[src/rtl/memo_readback.sv]
// memo_readback: drains the MC_B result memory word by word onto a valid/ready stream.
// Defining MEMO_READBACK_CHECKSUM_EN appends a modulo-2^DATA_W checksum word to each pass.
module memo_readback #(
    parameter int DEPTH  = 4,
    parameter int ADDR_W = 2,
    parameter int DATA_W = 8
) (
    input  logic              clock,
    input  logic              Reset,
    input  logic              Start,
    output logic              RdEnB,
    output logic [ADDR_W-1:0] RdAddrB,
    input  logic [DATA_W-1:0] DataOutB,
    output logic [DATA_W-1:0] DOut,
    output logic              DValid,
    input  logic              DReady,
    output logic              Busy,
    output logic              Done
);

    typedef enum logic [2:0] {
        IDLE    = 3'd0,
        FETCH   = 3'd1,
        CAPTURE = 3'd2,
        HOLD    = 3'd3,
        FINISH  = 3'd4
`ifdef MEMO_READBACK_CHECKSUM_EN
        , CHECK = 3'd5
`endif
    } state_t;

    localparam logic [ADDR_W-1:0] LAST_IDX = ADDR_W'(DEPTH - 1);

    state_t            state_reg;
    logic [ADDR_W-1:0] idx_reg;
    logic              handshake;
    logic              last_word;

`ifdef MEMO_READBACK_CHECKSUM_EN
    logic [DATA_W-1:0] acc_reg;
`endif

    // DReady only matters while a word is actually on the stream.
    assign handshake = DValid && DReady;
    assign last_word = (idx_reg == LAST_IDX);

    always_ff @(posedge clock) begin
        if (Reset) begin
            state_reg <= IDLE;
            idx_reg   <= '0;
            RdEnB     <= 1'b0;
            RdAddrB   <= '0;
            DOut      <= '0;
            DValid    <= 1'b0;
            Busy      <= 1'b0;
            Done      <= 1'b0;
`ifdef MEMO_READBACK_CHECKSUM_EN
            acc_reg   <= '0;
`endif
        end else begin
            Done <= 1'b0;
            case (state_reg)
                IDLE: begin
                    if (Start) begin
                        RdEnB     <= 1'b1;
                        RdAddrB   <= '0;
                        idx_reg   <= '0;
                        Busy      <= 1'b1;
`ifdef MEMO_READBACK_CHECKSUM_EN
                        acc_reg   <= '0;
`endif
                        state_reg <= FETCH;
                    end
                end

                // Read data appears one cycle after the strobe, so this state just drops it.
                FETCH: begin
                    RdEnB     <= 1'b0;
                    state_reg <= CAPTURE;
                end

                CAPTURE: begin
                    DOut      <= DataOutB;
                    DValid    <= 1'b1;
`ifdef MEMO_READBACK_CHECKSUM_EN
                    acc_reg   <= acc_reg + DataOutB;
`endif
                    state_reg <= HOLD;
                end

                HOLD: begin
                    if (handshake) begin
                        if (!last_word) begin
                            DValid    <= 1'b0;
                            idx_reg   <= idx_reg + 1'b1;
                            RdEnB     <= 1'b1;
                            RdAddrB   <= idx_reg + 1'b1;
                            state_reg <= FETCH;
                        end else begin
`ifdef MEMO_READBACK_CHECKSUM_EN
                            // Checksum goes out on the very next cycle; the accumulator
                            // already holds the last word added in CAPTURE.
                            DOut      <= acc_reg;
                            DValid    <= 1'b1;
                            state_reg <= CHECK;
`else
                            DValid    <= 1'b0;
                            Done      <= 1'b1;
                            state_reg <= FINISH;
`endif
                        end
                    end
                end

`ifdef MEMO_READBACK_CHECKSUM_EN
                CHECK: begin
                    if (handshake) begin
                        DValid    <= 1'b0;
                        Done      <= 1'b1;
                        state_reg <= FINISH;
                    end
                end
`endif

                // Done is visible during this state; Start here is deliberately dropped.
                FINISH: begin
                    Busy      <= 1'b0;
                    idx_reg   <= '0;
                    RdAddrB   <= '0;
                    state_reg <= IDLE;
                end

                default: begin
                    state_reg <= IDLE;
                end
            endcase
        end
    end

endmodule

[config.mk]
export PLATFORM = sky130hd
export DESIGN_NAME = memo_readback
export DESIGN_NICKNAME = d
export VERILOG_FILES = /design/src/rtl/memo_readback.sv
export SDC_FILE = /design/constraint.sdc
export NUM_CORES = 1
export LEC_CHECK = 0
export ABC_AREA = 1
export ABC_CLOCK_PERIOD_IN_PS = 1700
export CORE_MARGIN = 2
export CORE_UTILIZATION = 30
export CTS_CLUSTER_SIZE = 24
export DETAILED_ROUTE_END_ITERATION = 6
export GPL_TIMING_DRIVEN = 0
export HOLD_SLACK_MARGIN = 0.06
export PLACE_DENSITY = 0.65
export SETUP_SLACK_MARGIN = 0.3
export SYNTH_ARGS = -nofsm -noshare
export SYNTH_HDL_FRONTEND = slang
export SYNTH_SLANG_ARGS = --single-unit
[constraint.sdc]
create_clock -name clock -period 1.7 [get_ports clock]
set_input_delay 0.34 -clock clock [delete_from_list [all_inputs] [get_ports clock]]
set_output_delay 0.34 -clock clock [all_outputs]
set_load 0.01 [all_outputs]
==> results.ini, run 1 <==
[clock_network]
cts_sinks=17
clockBufferDepth=2
path_clk_slew_ns=0.09
cts_tree=built
cts_made_buffers=3
hold_buffers=0
worstSkewPairLatency_ns=0.28
ctsRootBufferMaster=clkbuf_4
h-tree-depth=1

[worst_setup_path]
cp-start-kind=flop
cp_cell_sequence=dlygate4sd2_1
path_depth=1
crit_family=flip-flops
r2r-start=state_reg[1]$_SDFFE_PP0P_
critPathKind=reg -> out
cp_slowest_stage_delay_ns=0.36
path_buf_inv=1
cp-end-kind=output pin
critPathRequiredTime_ns=1.36
critPathSlowestCell=dfxtp_1
startpoint=idx_reg[1]$_SDFFE_PP0P_
crit_arrival_ns=0.92
cp_max_fo=3
r2r_cells=7

[grt]
grt_max_degree=11
grt_use_total_pct=13.2
antenna_found_initial=0
grt_overflow=0
grt_pass1_wl_mm=2.71
first_global_vias=664

[hold_path]
hold_path.class=reg -> reg
min_from=DOut[5]$_SDFFE_PP0P_
hold_depth=2

[placed_design]
post_dp_cell_area_um2=998
pre_cts_ws_ns=0.00256
portBuffers=25
dp_cells=152
globalplace.congestion=0.931
dp_hpwl_mm=1.21

[pwr]
p_clk_share_pct=13.2
power.internal_w=0.000954
leakagePower_nw=0.493
combPwrFrac_pct=46.6
seq_power_share_pct=40.2
p_per_area_nw_per_um2=1550
total_power_w=0.00158
p_sw_w=0.000625
irDropWorstVdd_uv=658
swShare_pct=39.6

[logic_synthesis]
yosys-top-cells-area=dfxtp_1 (48%), nand2_1 (8.9%), a21oi_1 (8.4%), inv_1 (7.4%), o21ai_0 (7.0%)
yosysWarnings=0
syn_area_um2=713
synth.distinct_cells=17
yosys.area.top_type_share_pct=47.7
ys_ff_latch=17
synth_nets=112
yosysSeqAreaShare_pct=47.7
syn_inst=99
synth.avg_cell_area_um2=7.20
synth_top_area_cell=dfxtp_1

[sta]
grt_setup_unrepaired=no
tns_ns=0
setup_viol=0
worst_pin_slew_ns=0.245
fin_crit_sh_pct=73.8
period_needed_ns=1.26
drv_slew=0
hold_viol_final=0
max_freq_mhz=797
relSlewSlack_pct=83.6
skew_ns=0.00417
worst_slack_ns=0.445

[floorplanning]
die-area_um2=2780
fp-row-count=17
fp.coreArea_um2=2230
ios=26
start_util_pct=31.9
die_w_um=52.8
die_y_um=52.8

[route]
wl_per_cell_um=9.77
dr.pass1.iters=3
vias_per_cell=4.65
drt-total-wl_mm=1.52
drt_iter0_markers=5
drc_errors=0
ant_nets=0
vias=725

[cells_and_area]
mostFrequentLayoutCells=nand2_1 (17), dfxtp_1 (16), inv_1 (14)
area_delta_synth_final_pct=42.5
largest_register_ffs=8
num-fill-cells=234
fin_cells=156
final_common_cell=nand2_1
n_antenna_cell=0
drive_gt1_share_pct=7.81
final_area_um2=1020
final_nets=142

[flow_run]
cap_violations=0

[outcome]
status=complete, no violations

## power by group through the flow
stage,combinational (W),clock (W),sequential (W)
after floorplan,0.000412,0,0.000692
after global placement,0.000802,0,0.000641
after detailed placement,0.000813,0,0.000646
after CTS,0.000747,0.000220,0.000636
after global routing,0.000852,0.000242,0.000655
final,0.000735,0.000209,0.000634
## layout make-up
type                       count  area (µm²)  share of cell area, %
buffer                         2        10.0                  0.985
clock buffer                   4        26.3                   2.59
inverter                      15        56.3                   5.54
multi-input combinational     65         310                   30.5
sequential                    17         342                   33.6
tap                           28        35.0                   3.45
timing repair buffer          25         236                   23.3
## through the flow
stage	util [%]	hold WS, ns
2_1_floorplan	-	0.409
3_3_place_gp	44.7	0.432
3_5_place_dp	44.7	0.436
4_1_cts	45.2	0.448
5_1_grt	45.5	0.472
6_report	45.5	0.446
## cells by family (layout without fill, tap and decap cells)
| family | after synthesis | after routing | synth area share [%] |
|---|---|---|---|
| AND/OR/NAND/NOR | 40 | 40 | 24.0 |
| AO/OA/AOI/OAI | 24 | 24 | 17.4 |
| flip-flops | 17 | 17 | 47.7 |
| buffers and inverters | 17 | 46 | 9.12 |
| adder cells (fa/ha/maj) | 1 | 1 | 1.75 |
## metal layers
layer	up-vias	share of wire (%)	track usage, %
met3	2	6.6	3.14
met5	-	0	0
met4	0	0.66	6.84
met1	326	42	15.1
met2	17	50	22.5
li1	380	-	-
## path summary, 6_finish.rpt
check,to,slack [ns]
hold / removal,DOut[5]$_SDFFE_PP0P_,0.45
hold reg to reg,DOut[5]$_SDFFE_PP0P_,0.45
setup reg to reg,idx_reg[1]$_SDFFE_PP0P_,0.48
setup / recovery,RdAddrB[1],0.44
## repair_timing
item / 4_1_cts / 5_1_grt
gates resized for setup: 14 / 4
setup buffers: 0 / 0
setup endpoints to repair: 14 / 9
## cell usage after synthesis, drive strengths merged
| cell type | n |
|---|---|
| a211oi | 1 |
| o21ai | 10 |
| or2 | 1 |
| nor2 | 13 |
| clkbuf | 1 |
| a21oi | 12 |
| nor3 | 2 |
| inv | 15 |
| ha | 1 |
| dfxtp | 17 |
| buf | 1 |
| a31oi | 1 |
| nand3 | 7 |
| nand2 | 17 |
Power figures use the tool's default switching activity.
==> inputs of run 2 (changes only) <==
--- a/config.mk
+++ b/config.mk
@@ -6,7 +6,7 @@
 export NUM_CORES = 1
 export LEC_CHECK = 0
 export ABC_AREA = 1
-export ABC_CLOCK_PERIOD_IN_PS = 1700
+export ABC_CLOCK_PERIOD_IN_PS = 1300
 export CORE_MARGIN = 2
 export CORE_UTILIZATION = 30
 export CTS_CLUSTER_SIZE = 24
==> constraint.sdc (replaced) <==
create_clock -name clock -period 1.3 [get_ports clock]
set_input_delay 0.26 -clock clock [delete_from_list [all_inputs] [get_ports clock]]
set_output_delay 0.26 -clock clock [all_outputs]
set_load 0.01 [all_outputs]
==> run 2 against run 1 <==
Clock skew grew 0.0025 ns. Register-to-register slack got worse by 0.25 ns. First-iteration DRC count down 40%. Cell area up 19%. Clock power grew 33%. Total power is 66% higher. Combinational power increased by 88%. Sequential power rose by 52%. Hold slack got worse by 0.029 ns. Count of clock-buffer cells in the layout stayed put. Global-route usage increased by 0.89 points. Critical endpoint is now DOut[7]$_SDFFE_PP0P_.
==> results.ini, run 2 (synthesis gave the netlist of run 1 again) <==
[hold_path]
hold_path.class=in -> reg

[outcome]
status=complete, no violations

[worst_setup_path]
critPathCapture=DOut[7]$_SDFFE_PP0P_
critPathKind=reg -> reg
cp-start-kind=flop
cp_max_fo=11
r2r_cells=4
crit_family=flip-flops
cp_cell_sequence=buf_4 -> nand3_4 -> buf_6 -> a21oi_1
path_depth=4
r2r_slack_ns=0.23
critPathRequiredTime_ns=1.51
cp-end-kind=flop
path_buf_inv=2
critPathSlowestCell=dfxtp_4
startpoint=state_reg[1]$_SDFFE_PP0P_
crit_arrival_ns=1.28
cp_slowest_stage_delay_ns=0.42
r2r_end=DOut[7]$_SDFFE_PP0P_
r2r-start=state_reg[1]$_SDFFE_PP0P_

[grt]
antenna_found_initial=0
grt_max_degree=11
grt_pass1_wl_mm=2.84
first_global_vias=705
grt_use_total_pct=14.1
grt_overflow=0

[route]
vias_per_cell=4.62
wl_per_cell_um=10.9
vias=758
dr.pass1.iters=2
ant_nets=0
drc_errors=0
drt-total-wl_mm=1.79
drt_iter0_markers=3

[sta]
setup_viol=0
drv_slew=0
fin_crit_sh_pct=82.5
worst_slack_ns=0.227
max_freq_mhz=932
relSlewSlack_pct=79.1
hold_viol_final=0
period_needed_ns=1.07
grt_setup_unrepaired=yes
worst_pin_slew_ns=0.314
tns_ns=0
skew_ns=0.00662

[cells_and_area]
final_common_cell=buf_6
n_antenna_cell=0
final_nets=150
drive_gt1_share_pct=47.1
largest_register_ffs=8
final_area_um2=1210
multiInputGateArea_um2=379
ff_latch_area_um2=368
fin_cells=164
mostFrequentLayoutCells=buf_6 (16), dfxtp_2 (13), inv_1 (12)
final_util_pct=54.2
area_delta_synth_final_pct=69.6
num-fill-cells=228

[placed_design]
post_dp_cell_area_um2=1020
pre_cts_ws_ns=-0.286
dp_hpwl_mm=1.21
dp_cells=152
globalplace.congestion=0.918
portBuffers=25

[pwr]
seq_power_share_pct=36.8
power.internal_w=0.00161
swShare_pct=38.7
irDropWorstVdd_uv=1340
p_clk_share_pct=10.6
p_per_area_nw_per_um2=2170
p_sw_w=0.00101
combPwrFrac_pct=52.7
leakagePower_nw=0.532

[floorplanning]
fp.coreArea_um2=2230
start_util_pct=31.9
die_w_um=52.8
ios=26
fp-row-count=17
die_y_um=52.8
die-area_um2=2780

[clock_network]
cts_made_buffers=3
h-tree-depth=1
ctsRootBufferMaster=clkbuf_4
hold_buffers=0
cts_sinks=17
clockBufferDepth=2
cts_tree=built
path_clk_slew_ns=0.09
worstSkewPairLatency_ns=0.29

[flow_run]
cap_violations=0

## run 2: changes by cell type in the layout (fill, tap and decap cells not counted), moves of 6 or more
cell,delta
buf_6,+16
dfxtp_1,-15
dfxtp_2,+12
dlygate4sd2_1,-11
nand2_1,-8
nand2_2,+7
buf_4,+6
## run 2: how the worst min path moves through the flow
stage	start	end	slack, ns	cells after the start
after floorplan	Reset	state_reg[1]$_SDFFE_PP0P_	0.32	1
after global placement	DOut[7]$_SDFFE_PP0P_	DOut[7]$_SDFFE_PP0P_	0.43	2
final	DReady	state_reg[2]$_SDFFE_PP0P_	0.42	3
after CTS	DReady	state_reg[2]$_SDFFE_PP0P_	0.38	3
after global routing	DReady	state_reg[2]$_SDFFE_PP0P_	0.42	3
after detailed placement	DOut[0]$_SDFFE_PP0P_	DOut[0]$_SDFFE_PP0P_	0.44	2
## run 2: metrics by stage
step | total power (W) | hold WS [ns]
6_report | 0.00262 | 0.416
5_1_grt | 0.00285 | 0.416
4_1_cts | 0.00247 | 0.383
3_5_place_dp | 0.00194 | 0.439
3_3_place_gp | 0.00193 | 0.432
2_1_floorplan | 0.00148 | 0.320
## run 2: power groups by stage
| stage | sequential (W) | combinational [W] | clock [W] |
|---|---|---|---|
| after floorplan | 0.000928 | 0.000551 | 0 |
| final | 0.000964 | 0.00138 | 0.000277 |
| after global routing | 0.000987 | 0.00156 | 0.000310 |
| after detailed placement | 0.000871 | 0.00107 | 0 |
| after global placement | 0.000860 | 0.00107 | 0 |
| after CTS | 0.000939 | 0.00124 | 0.000294 |
## run 2: repair_timing
action,in CTS,in global routing
buffers inserted,4,3
endpoints found under the hold margin,0,0
cloned,0,1
setup endpoints to repair,28,30
gates resized for setup,100,12
pin swaps,5,1
## run 2: area by class of cell
type                            instances  share of cell area, %
Tap cell                               28                   2.90
Inverter                               15                   4.86
Sequential cell                        17                   30.4
Timing Repair Buffer                   33                   27.0
Multi-Input combinational cell         65                   31.3
Clock buffer                            4                   2.17
Buffer                                  2                   1.34
## run 2: routing by layer
| metal | global-route usage (%) | routed length [µm] | vias to the layer above |
|---|---|---|---|
| met5 | 0 | 0 | - |
| met4 | 9.40 | 22 | 0 |
| met3 | 3.71 | 103 | 4 |
| met2 | 24.0 | 962 | 18 |
| met1 | 15.1 | 706 | 341 |
| li1 | - | - | 395 |
## run 2: worst reg2reg max path, delay by kind of cell (launching register included)
kind                   cells  cell delay, ns
AND/OR/NAND/NOR            1            0.14
AO/OA/AOI/OAI              1            0.14
flip-flops                 1            0.42
buffers and inverters      2            0.30
==> inputs of run 3 (changes only) <==
--- a/config.mk
+++ b/config.mk
@@ -6,14 +6,14 @@
 export NUM_CORES = 1
 export LEC_CHECK = 0
 export ABC_AREA = 1
-export ABC_CLOCK_PERIOD_IN_PS = 1300
+export ABC_CLOCK_PERIOD_IN_PS = 900
 export CORE_MARGIN = 2
 export CORE_UTILIZATION = 30
 export CTS_CLUSTER_SIZE = 24
 export DETAILED_ROUTE_END_ITERATION = 6
 export GPL_TIMING_DRIVEN = 0
 export HOLD_SLACK_MARGIN = 0.06
-export PLACE_DENSITY = 0.65
+export PLACE_DENSITY = 0.67
 export SETUP_SLACK_MARGIN = 0.3
 export SYNTH_ARGS = -nofsm -noshare
 export SYNTH_HDL_FRONTEND = slang
==> constraint.sdc (replaced) <==
create_clock -name clock -period 0.9 [get_ports clock]
set_input_delay 0.18 -clock clock [delete_from_list [all_inputs] [get_ports clock]]
set_output_delay 0.18 -clock clock [all_outputs]
set_load 0.01 [all_outputs]
==> run 3 against run 2 <==
The run now ends with negative setup slack left. Clock skew down 0.0047 ns. Utilization up 2.4 points. Highest routed layer unchanged. Largest power group unchanged. Routed wire length up 9.9%. Hold slack worse by 0.073 ns.
==> results.ini, run 3 (synthesis gave the netlist of run 1 again) <==
[hold_path]
min_from=Reset
hold_depth=2
hold_path.class=in -> reg

[clock_network]
ctsRootBufferMaster=clkbuf_4
clockBufferDepth=2
worstSkewPairLatency_ns=0.29
cts_tree=built
cts_made_buffers=3
h-tree-depth=1
cts_sinks=17
hold_buffers=0
path_clk_slew_ns=0.10

[floorplanning]
ios=26
fp.coreArea_um2=2230
die_y_um=52.8
die_w_um=52.8
fp-row-count=17
die-area_um2=2780
start_util_pct=31.9

[cells_and_area]
num-fill-cells=206
fin_cells=164
largest_register_ffs=8
drive_gt1_share_pct=53.7
n_antenna_cell=0
final_area_um2=1260
final_nets=150
mostFrequentLayoutCells=buf_6 (16), dfxtp_2 (13), inv_1 (12)
final_util_pct=56.6
area_delta_synth_final_pct=77.2
final_common_cell=buf_6

[worst_setup_path]
crit_family=simple AND/OR/NAND/NOR gates
cp_slowest_stage_delay_ns=0.43
cp_cell_sequence=nand2_4 -> nor2_4 -> nand2_2 -> nand2_4 -> nor2_1 -> nor2_1 -> nor2_1
startpoint=state_reg[1]$_SDFFE_PP0P_
path_depth=7
cp-end-kind=flop
path_buf_inv=0
cp-start-kind=flop
r2r-start=state_reg[1]$_SDFFE_PP0P_
r2r_cells=7
crit_arrival_ns=1.33
critPathRequiredTime_ns=1.10
critPathKind=reg -> reg
critPathSlowestCell=dfxtp_4
crit_path_frequent_cell=nor2_1
cp_max_fo=6

[pwr]
power.internal_w=0.00239
leakagePower_nw=0.548
irDropWorstVdd_uv=1690
p_per_area_nw_per_um2=3210
total_power_w=0.00406
p_sw_w=0.00167
combPwrFrac_pct=55.0
p_clk_share_pct=10.2
swShare_pct=41.2
seq_power_share_pct=34.7

[grt]
grt_max_degree=12
antenna_found_initial=0
grt_use_total_pct=15.2
grt_pass1_wl_mm=3.11
grt_overflow=0
first_global_vias=778

[sta]
tns_ns=-3.01
drv_slew=0
relSlewSlack_pct=79.4
grt_setup_unrepaired=yes
skew_ns=0.00194
max_freq_mhz=878
worst_slack_ns=-0.238
worst_pin_slew_ns=0.308
setup_viol=30
period_needed_ns=1.14
hold_viol_final=0
fin_crit_sh_pct=126

[placed_design]
dp_hpwl_mm=1.23
dp_cells=152
globalplace.congestion=0.944
portBuffers=25
post_dp_cell_area_um2=1040

[route]
drc_errors=0
dr.pass1.iters=4
vias_per_cell=4.63
vias=760
drt_iter0_markers=15
wl_per_cell_um=12.0
ant_nets=0
drt-total-wl_mm=1.97

[outcome]
failed_checks=negative setup slack
status=complete, but fails checks

[flow_run]
cap_violations=0

==> run 3: cell count changes in the layout (fill, tap and decap cells not counted), sizes merged <==
| cell | delta |
|---|---|
| buf | -1 |
| clkbuf | -1 |
| clkdlybuf4s50 | +1 |
| clkinv | +1 |
| dlygate4sd2 | -1 |
| nand3 | +1 |
==> run 3: layer usage <==
layer | part of all wire, % | track usage (%) | routed length, µm | up-vias
li1 | - | - | - | 397
met1 | 43 | 16.4 | 841 | 339
met2 | 51 | 26.7 | 999 | 20
met3 | 5.0 | 4.57 | 99 | 4
met4 | 1.6 | 7.69 | 31 | 0
met5 | 0 | 0 | 0 | -
==> run 3: path summary, 6_finish.rpt <==
kind / end / slack, ns
setup / recovery: RdEnB$_SDFFE_PP0P_ / -0.24
hold / removal: state_reg[0]$_SDFFE_PP0P_ / 0.34
setup reg to reg: RdEnB$_SDFFE_PP0P_ / -0.24
hold reg to reg: DOut[7]$_SDFFE_PP0P_ / 0.46
==> run 3: worst register-to-register path, stage by stage (launching register included) <==
cell,delay [ns]
dfxtp_4,0.43
nand2_4,0.07
nor2_4,0.18
nand2_2,0.10
nand2_4,0.08
nor2_1,0.05
nor2_1,0.08
nor2_1,0.04
==> run 3: layout make-up <==
class,count,area [µm²],share of cell area (%)
Multi-Input combinational cell,66,435,34.5
Sequential cell,17,368,29.1
Timing Repair Buffer,32,320,25.3
Inverter,15,61.3,4.85
Tap cell,28,35.0,2.77
Clock buffer,3,22.5,1.78
Buffer,2,16.3,1.29
Clock inverter,1,5.00,0.396
==> run 3: power by group through the flow <==
stage | Combinational (W) | Sequential, W | Clock (W)
global route | 0.00247 | 0.00144 | 0.000463
finish | 0.00223 | 0.00141 | 0.000415
detailed placement | 0.00159 | 0.00129 | 0
CTS | 0.00186 | 0.00137 | 0.000421
global placement | 0.00157 | 0.00128 | 0
floorplan | 0.000834 | 0.00137 | 0
==> run 3: repair_timing <==
action | CTS | global route
endpoints found under the setup margin | 31 | 31
resized for setup | 93 | 25
gates cloned | 1 | 1
pin swaps | 5 | 12
hold endpoints to repair | 0 | 0
buffers inserted | 6 | 0
==> run 3: per-stage QoR <==
step / setup WS, ns / hold WS [ns]
finish: -0.238 / 0.343
global placement: -0.590 / 0.431
CTS: -0.156 / 0.340
global route: -0.309 / 0.333
floorplan: -0.0749 / 0.239
detailed placement: -0.609 / 0.439
